**src/rtl/msk_mixcolumns_pipe.sv**
```systemverilog
// Masked (d-share) AES MixColumns on one 32-bit column per transfer, elastic PIPE-stage pipe.
// Define MSK_MC_INV_EN to add per-column InvMixColumns selected by in_inverse.
module msk_mixcolumns_pipe #(
  parameter int d    = 2,
  parameter int PIPE = 1
) (
  input  logic            clk,
  input  logic            rst,
  input  logic            in_valid,
  output logic            in_ready,
  input  logic            in_inverse,
  input  logic [32*d-1:0] sh_col_in,
  output logic            out_valid,
  input  logic            out_ready,
  output logic [32*d-1:0] sh_col_out,
  output logic [1:0]      out_idx,
  output logic            out_last
);
  localparam int W = 32*d;

  if (d < 2) begin : g_bad_d
    $error("msk_mixcolumns_pipe: d must be >= 2");
  end
  if (PIPE < 1 || PIPE > 4) begin : g_bad_pipe
    $error("msk_mixcolumns_pipe: PIPE must be in 1..4");
  end

  typedef logic [3:0][7:0] col_t;

  function automatic logic [7:0] xt(input logic [7:0] x);
    return {x[6:0], 1'b0} ^ (x[7] ? 8'h1b : 8'h00);
  endfunction

  function automatic col_t mix_fwd(input col_t a);
    col_t o;
    for (int r = 0; r < 4; r++) begin
      o[r] = xt(a[r]) ^ xt(a[(r+1)%4]) ^ a[(r+1)%4] ^ a[(r+2)%4] ^ a[(r+3)%4];
    end
    return o;
  endfunction

`ifdef MSK_MC_INV_EN
  // Coefficients 09/0b/0d/0e are built from the chained doublings x2, x4, x8.
  function automatic col_t mix_inv(input col_t a);
    col_t o, x2, x4, x8, m9, mb, md, me;
    for (int r = 0; r < 4; r++) begin
      x2[r] = xt(a[r]);
      x4[r] = xt(x2[r]);
      x8[r] = xt(x4[r]);
      m9[r] = x8[r] ^ a[r];
      mb[r] = x8[r] ^ x2[r] ^ a[r];
      md[r] = x8[r] ^ x4[r] ^ a[r];
      me[r] = x8[r] ^ x4[r] ^ x2[r];
    end
    for (int r = 0; r < 4; r++) begin
      o[r] = me[r] ^ mb[(r+1)%4] ^ md[(r+2)%4] ^ m9[(r+3)%4];
    end
    return o;
  endfunction
`endif

  // Share split: bit i of share s in row r lives at 8*d*r + i*d + s.
  col_t [d-1:0] sh_a;
  col_t [d-1:0] sh_m;
  logic [W-1:0] mc_data;

  always_comb begin
    sh_a = '0;
    for (int s = 0; s < d; s++) begin
      for (int r = 0; r < 4; r++) begin
        for (int i = 0; i < 8; i++) begin
          sh_a[s][r][i] = sh_col_in[8*d*r + i*d + s];
        end
      end
    end
  end

  always_comb begin
    sh_m = '0;
    for (int s = 0; s < d; s++) begin
`ifdef MSK_MC_INV_EN
      sh_m[s] = in_inverse ? mix_inv(sh_a[s]) : mix_fwd(sh_a[s]);
`else
      sh_m[s] = mix_fwd(sh_a[s]);
`endif
    end
  end

  always_comb begin
    mc_data = '0;
    for (int s = 0; s < d; s++) begin
      for (int r = 0; r < 4; r++) begin
        for (int i = 0; i < 8; i++) begin
          mc_data[8*d*r + i*d + s] = sh_m[s][r][i];
        end
      end
    end
  end

  // Handshake: a column moves on a cycle where valid & ready are both high; valid never
  // waits on ready, data is held while valid & !ready, and ready only looks downstream.
  logic [PIPE-1:0] stg_v;
  logic [W-1:0]    stg_data [PIPE];
  logic [1:0]      stg_idx  [PIPE];
  logic [PIPE-1:0] stg_rdy;
  logic [1:0]      col_cnt;
  logic            accept;

  // Stage k may load when any stage from k to the output is empty or the output drains.
  always_comb begin
    logic acc;
    acc = out_ready;
    stg_rdy = '0;
    for (int k = PIPE-1; k >= 0; k--) begin
      acc        = acc | !stg_v[k];
      stg_rdy[k] = acc;
    end
  end

  assign in_ready = !rst & stg_rdy[0];
  assign accept   = in_valid & in_ready;

`ifdef MSK_MC_INV_EN
  logic [PIPE-1:0] stg_inv;
  logic            unused_inv_tail;
  assign unused_inv_tail = stg_inv[PIPE-1];
`else
  logic unused_inverse;
  assign unused_inverse = in_inverse;
`endif

  always_ff @(posedge clk) begin
    if (rst) begin
      stg_v   <= '0;
      col_cnt <= '0;
      for (int k = 0; k < PIPE; k++) begin
        stg_data[k] <= '0;
        stg_idx[k]  <= '0;
      end
`ifdef MSK_MC_INV_EN
      stg_inv <= '0;
`endif
    end else begin
      if (accept) begin
        col_cnt <= col_cnt + 2'd1;
      end
      if (stg_rdy[0]) begin
        stg_v[0] <= in_valid;
        if (in_valid) begin
          stg_data[0] <= mc_data;
          stg_idx[0]  <= col_cnt;
`ifdef MSK_MC_INV_EN
          stg_inv[0]  <= in_inverse;
`endif
        end
      end
      for (int k = 1; k < PIPE; k++) begin
        if (stg_rdy[k]) begin
          stg_v[k] <= stg_v[k-1];
          if (stg_v[k-1]) begin
            stg_data[k] <= stg_data[k-1];
            stg_idx[k]  <= stg_idx[k-1];
`ifdef MSK_MC_INV_EN
            stg_inv[k]  <= stg_inv[k-1];
`endif
          end
        end
      end
    end
  end

  // Outputs are forced quiet during the reset cycle itself, before the registers clear.
  assign out_valid  = stg_v[PIPE-1] & !rst;
  assign sh_col_out = rst ? '0 : stg_data[PIPE-1];
  assign out_idx    = rst ? 2'd0 : stg_idx[PIPE-1];
  assign out_last   = (out_idx == 2'd3);

endmodule

```
**config.mk**
```make
export PLATFORM = sky130hd
export DESIGN_NAME = msk_mixcolumns_pipe
export DESIGN_NICKNAME = d
export VERILOG_FILES = /design/src/rtl/msk_mixcolumns_pipe.sv
export SDC_FILE = /design/constraint.sdc
export NUM_CORES = 1
export LEC_CHECK = 0
export BUFFER_PORTS_ARGS = -buffer_cell sky130_fd_sc_hd__buf_4
export CORE_ASPECT_RATIO = 0.7
export CORE_MARGIN = 5
export CORE_UTILIZATION = 49
export DETAILED_ROUTE_END_ITERATION = 8
export PLACE_DENSITY = 0.74
export SETUP_SLACK_MARGIN = 0.3
export SLEW_MARGIN = 20
export SYNTH_ARGS = -nofsm -noshare
export SYNTH_HDL_FRONTEND = slang
export SYNTH_SLANG_ARGS = --single-unit
```
**constraint.sdc**
```tcl
create_clock -name clk -period 2.23 [get_ports clk]
set_input_delay 0 -clock clk [delete_from_list [all_inputs] [get_ports clk]]
set_output_delay 0 -clock clk [all_outputs]
set_load 0.1 [all_outputs]
```
# == Word-level counts from Yosys, hierarchy flattened ==
# Memories as Yosys holds them, arrays and structs flattened.
# Index checks and enable logic that the tools add are counted.
# totals
regBits,3
ram_bits,66
in_bits,69
output_inout_bits,69
elab_cells,74
mem_count,2
# classes
n_addsub,1
n_eq_ne,1
mux,20
n_bitwise,44
n_reduce_logical,4
# mem_list
name,depth,width,rd,rd_ports_with_merged_regs,write_ports,line_no,rtl
stg_data,1,64,1,0,1,103,logic [W-1:0] stg_data [PIPE];
stg_idx,1,2,1,0,1,104,logic [1:0] stg_idx [PIPE];
# op_table
cell,count
bitwise XOR 8 bit,32
2-to-1 mux 64 bit,2
OR reduction 64 bit,1
bitwise XOR 8 x 5 -> 8 bit,8
2-to-1 mux 5 bit,8
2-to-1 mux 1 bit,8
2-to-1 mux 2 bit,2
AND 1 bit,3
adder 2 x 1 -> 2 bit (second input constant),1
== test 2 bit (second input constant),1
logical NOT 1 bit,2
OR reduction 2 bit,1
OR 1 bit,1

# == Depth between registers and ports, before layout ==
# logic_depth
ltp_word,7
depth_mapped,5
ltp_nobuf,3

# == Worst setup path after synthesis ==
# No wires, ideal clock.
# synth_path
path_type,flip-flop to output port
startpoint,memory stg_idx[0][0]
endpoint,output out_last
t_arrival_ps,2589
required_time_ps,2230
setup_slack_ps,-359
path_stages_with_launch,3
path_buffers,0
path_cell_list,edfxtp_1 -> nor2b_1 -> and2_1
# synth_between
elab_chain_cells,3
# synth_lines
item,line_no,rtl
from (decl),104,
memory (1 x 2 bit),-,
2-to-1 mux 2 bit,175,assign out_idx = rst ? 2'd0 : stg_idx[PIPE-1];
via out_idx[0],16,"output logic [1:0] out_idx,"
== test 2 bit,176,assign out_last = (out_idx == 2'd3);
to (decl),17,output logic out_last
# The timed path passes the listed nets, and every way through them passes these cells.

# == Final worst setup path ==
# layout_path
startpoint,register stg_v
endpoint,memory stg_data[0][16] (netlist bit) (data pin)
# layout_between
elab_chain_cells,7
# layout_lines
item,line_no,rtl
from (decl),102,logic [PIPE-1:0] stg_v;
"from (signal, indexed assignment)",159,stg_v[k] <= stg_v[k-1];
logical NOT 1 bit,115,acc = acc | !stg_v[k];
OR 1 bit,115,
2-to-1 mux 1 bit,147,if (stg_rdy[0]) begin
2-to-1 mux 1 bit,133,if (rst) begin
2-to-1 mux 1 bit (not written as such),150,stg_data[0] <= mc_data;
OR reduction 64 bit (no source line),-,
2-to-1 mux 64 bit (no source line),-,
to (decl),103,
# Every way passes these cells.

==> impl_results.md <==
* Startpoint types: flop
* Routed vias at 3267
* Unrepaired setup endpoints after global routing: false
* Avg Vias per Cell at 4.82
* WP data arrival at 1.75 ns
* # DRC at 0
* I/O Buffers at 136
* Ys flop type: edfxtp_1
* Sink Count at 69
* Global-route wire length before repair at 19100 µm
* Kind of critical path: flop to flop
* Xor-xnor portion of the synthesized cell area at 0.458
* HPWL after DPL at 9260 µm
* Filler Cell Count at 837
* Clk_skew at 0.00474 ns
* Synth cell types at 26
* Routed len/inst at 17.8 µm
* Placed cell areas at 6580 µm²
* Starting density of the core at 0.497
* Num ports at 138
* Rows at 32
* Seq/Total Area, Yosys at 0.376
* FF+latch area at 2040 µm²
* Mux cell area share after synthesis at 0.00184
* Clk buf depth at 2
* Die Wd at 136 µm
* Dpl cells at 662
* Final wirelength at 12000 µm
* Fin crit share at 0.709
* Post-Syn Area at 5430 µm²
* Min-delay worst type: primary input to flop
* Number of synthesized flops with an enable pin at 66
* Leading cell type in the layout, fill and taps excluded: buf_4
* Die area at 13300 µm²
* Final #Nets at 589
* Global-route usage over all layers at 0.185
* Initial drt markers at 161
* PnR worst setup slack at 0.650 ns
* CTS tree: built
* Fraction of registers with async set/reset at 0
* Syn Nets at 462
* Largest delay share family, worst path: simple AND/OR/NAND/NOR gates
* Post-synthesis register bit count at 69
* Area of the multi-input gates at 3280 µm²
* Final min period at 1.58 ns
* Final Instance Count excl. Fillers at 678
* Synth warn at 0
* Die H at 98.1 µm
* Achievable frequency at 0.633 GHz
* Max Cap Violations at 0
* Final Hold Viols at 0
* Initial antenna violation count at 0
* Mean post-synth cell area at 13.8 µm²
* Grt ovf at 0
* Setup bufs post-CTS at 0
* Tightest Pin Transition at 0.586 ns
* Area Growth Syn to Fin at 27.3%
* Vias in the first global route at 3522
* H-tree levels at 3
* Largest family of logic cells by synthesized area: XOR/XNOR gates
* Worst EP required at 2.40 ns
* Final setup vio count at 0
* Critical Path End Type: flop
* Clock Pin Slew Worst Setup and Hold Paths at 0.05 ns
* VDD IR max at 0.598 mV
* Most frequent cells in the layout: 141 x buf_4, 71 x nor2b_1, 70 x xnor3_1, 66 x edfxtp_1, 58 x nor2_1
* Power per cell area at 765 nW/µm²
* Synthesized instance count at 393
* Crit-path cells: and2b_1 > or3_2 > buf_4 > nor2_1
* Max-slew headroom at 0.608
* Largest net degree at the start of global routing at 45
* Dpl ws at 0.635 ns
* Worst-Skew Late Latency at 0.33 ns
* Area share of fa/ha/maj cells after synthesis at 0
* Worst path buffer plus inverter count at 1
* Status: complete, no violations
* Root Buffer: clkbuf_16
* Final Instance Area at 6920 µm²
* Setup TNS at 0 ns
* CTS buffer count at 9
* Simple-gate share of the synthesized area at 0.137
* Core box area at 10900 µm²
* Critical path's largest stage delay at 0.44 ns
* Routability cong. at 0.811
* Cts hold-fix bufs at 0
* Layout cell share with drive strength beyond 1 at 0.312
* Crit-path max FO at 32
* First-pass DRT Iterations at 4
* Number of routed nets with antenna violations at 0
* Critical Path Slowest Stage Cell: or3_2
* Compound-gate portion of the synthesized area at 0.00599
* Leak Pwr at 3.46 nW
* Hold Slack at 0.0196 ns
* Ant diodes at 0
* Resized cells post-CTS at 0
* Final max-slew violation count at 0
[area by class of cell]
class | instances | area share
Sequential cell | 69 | 0.295
Clock inverter | 7 | 0.0165
Inverter | 1 | 0.000543
Clock buffer | 9 | 0.0326
Multi-Input combinational cell | 298 | 0.475
Timing Repair Buffer | 141 | 0.153
Tap cell | 153 | 0.0277
[sequential cells by signal, indices dropped and copies added, names as in the netlist]
signal / cells
col_cnt: 2
stg_data: 64
stg_idx: 2
stg_v: 1
[where the power goes]
part           total, mW  internal, mW  switching, mW  leakage, nW
Sequential          1.63          1.59         0.0353        0.745
Combinational       2.05         0.877           1.17         2.56
Clock               1.62          1.09          0.535        0.159
[worst reg2reg max path, stage by stage (launching register included)]
cell and delay (ns):
dfxtp_1 0.31, and2b_1 0.23, or3_2 0.44, buf_4 0.26
nor2_1 0.18
[cells by family (layout without fill, tap and decap cells)]
family,Yosys count,after routing
XOR/XNOR,149,149
AO/OA/AOI/OAI,6,6
multiplexers,1,1
flip-flops,69,69
AND/OR/NAND/NOR,142,142
buffers and inverters,26,158
[per-layer routing]
metal,vias to the layer above,track usage,share of wire
met4,0,0.0294,0.0063
li1,1581,-,-
met1,1571,0.271,0.47
met3,11,0.0597,0.080
met5,-,0,0
met2,104,0.279,0.44
[path summary, 6_finish.rpt]
kind	from	cells after the start	endpoint	slack [ns]
setup / recovery	stg_v	4	stg_data[0][16]	0.65
hold / removal	in_valid	3	stg_v	0.02
setup reg to reg	stg_v	4	stg_data[0][16]	0.65
hold reg to reg	col_cnt[1]	2	col_cnt[1]	0.49
[metrics by stage]
stage | util | power [mW]
2_1_floorplan | - | 3.25
3_3_place_gp | 0.602 | 3.67
3_5_place_dp | 0.602 | 3.70
4_1_cts | 0.633 | 5.34
5_1_grt | 0.633 | 5.51
6_report | 0.633 | 5.29
[synthesized netlist by cell type, types with 2 or more instances]
cell / n / area, µm²
a21oi_1: 3 / 15.0
and3_1: 2 / 12.5
buf_2: 9 / 45.0
buf_4: 2 / 15.0
clkbuf_1: 14 / 52.6
dfxtp_1: 3 / 60.1
edfxtp_1: 66 / 1980
nor2_1: 59 / 221
nor2b_1: 72 / 450
o21ai_0: 2 / 10.0
or3_1: 3 / 18.8
xnor2_1: 20 / 175
xnor3_1: 70 / 1580
xor2_1: 43 / 377
xor2_2: 3 / 48.8
xor3_1: 12 / 285
(Power assumes the default switching activity.)
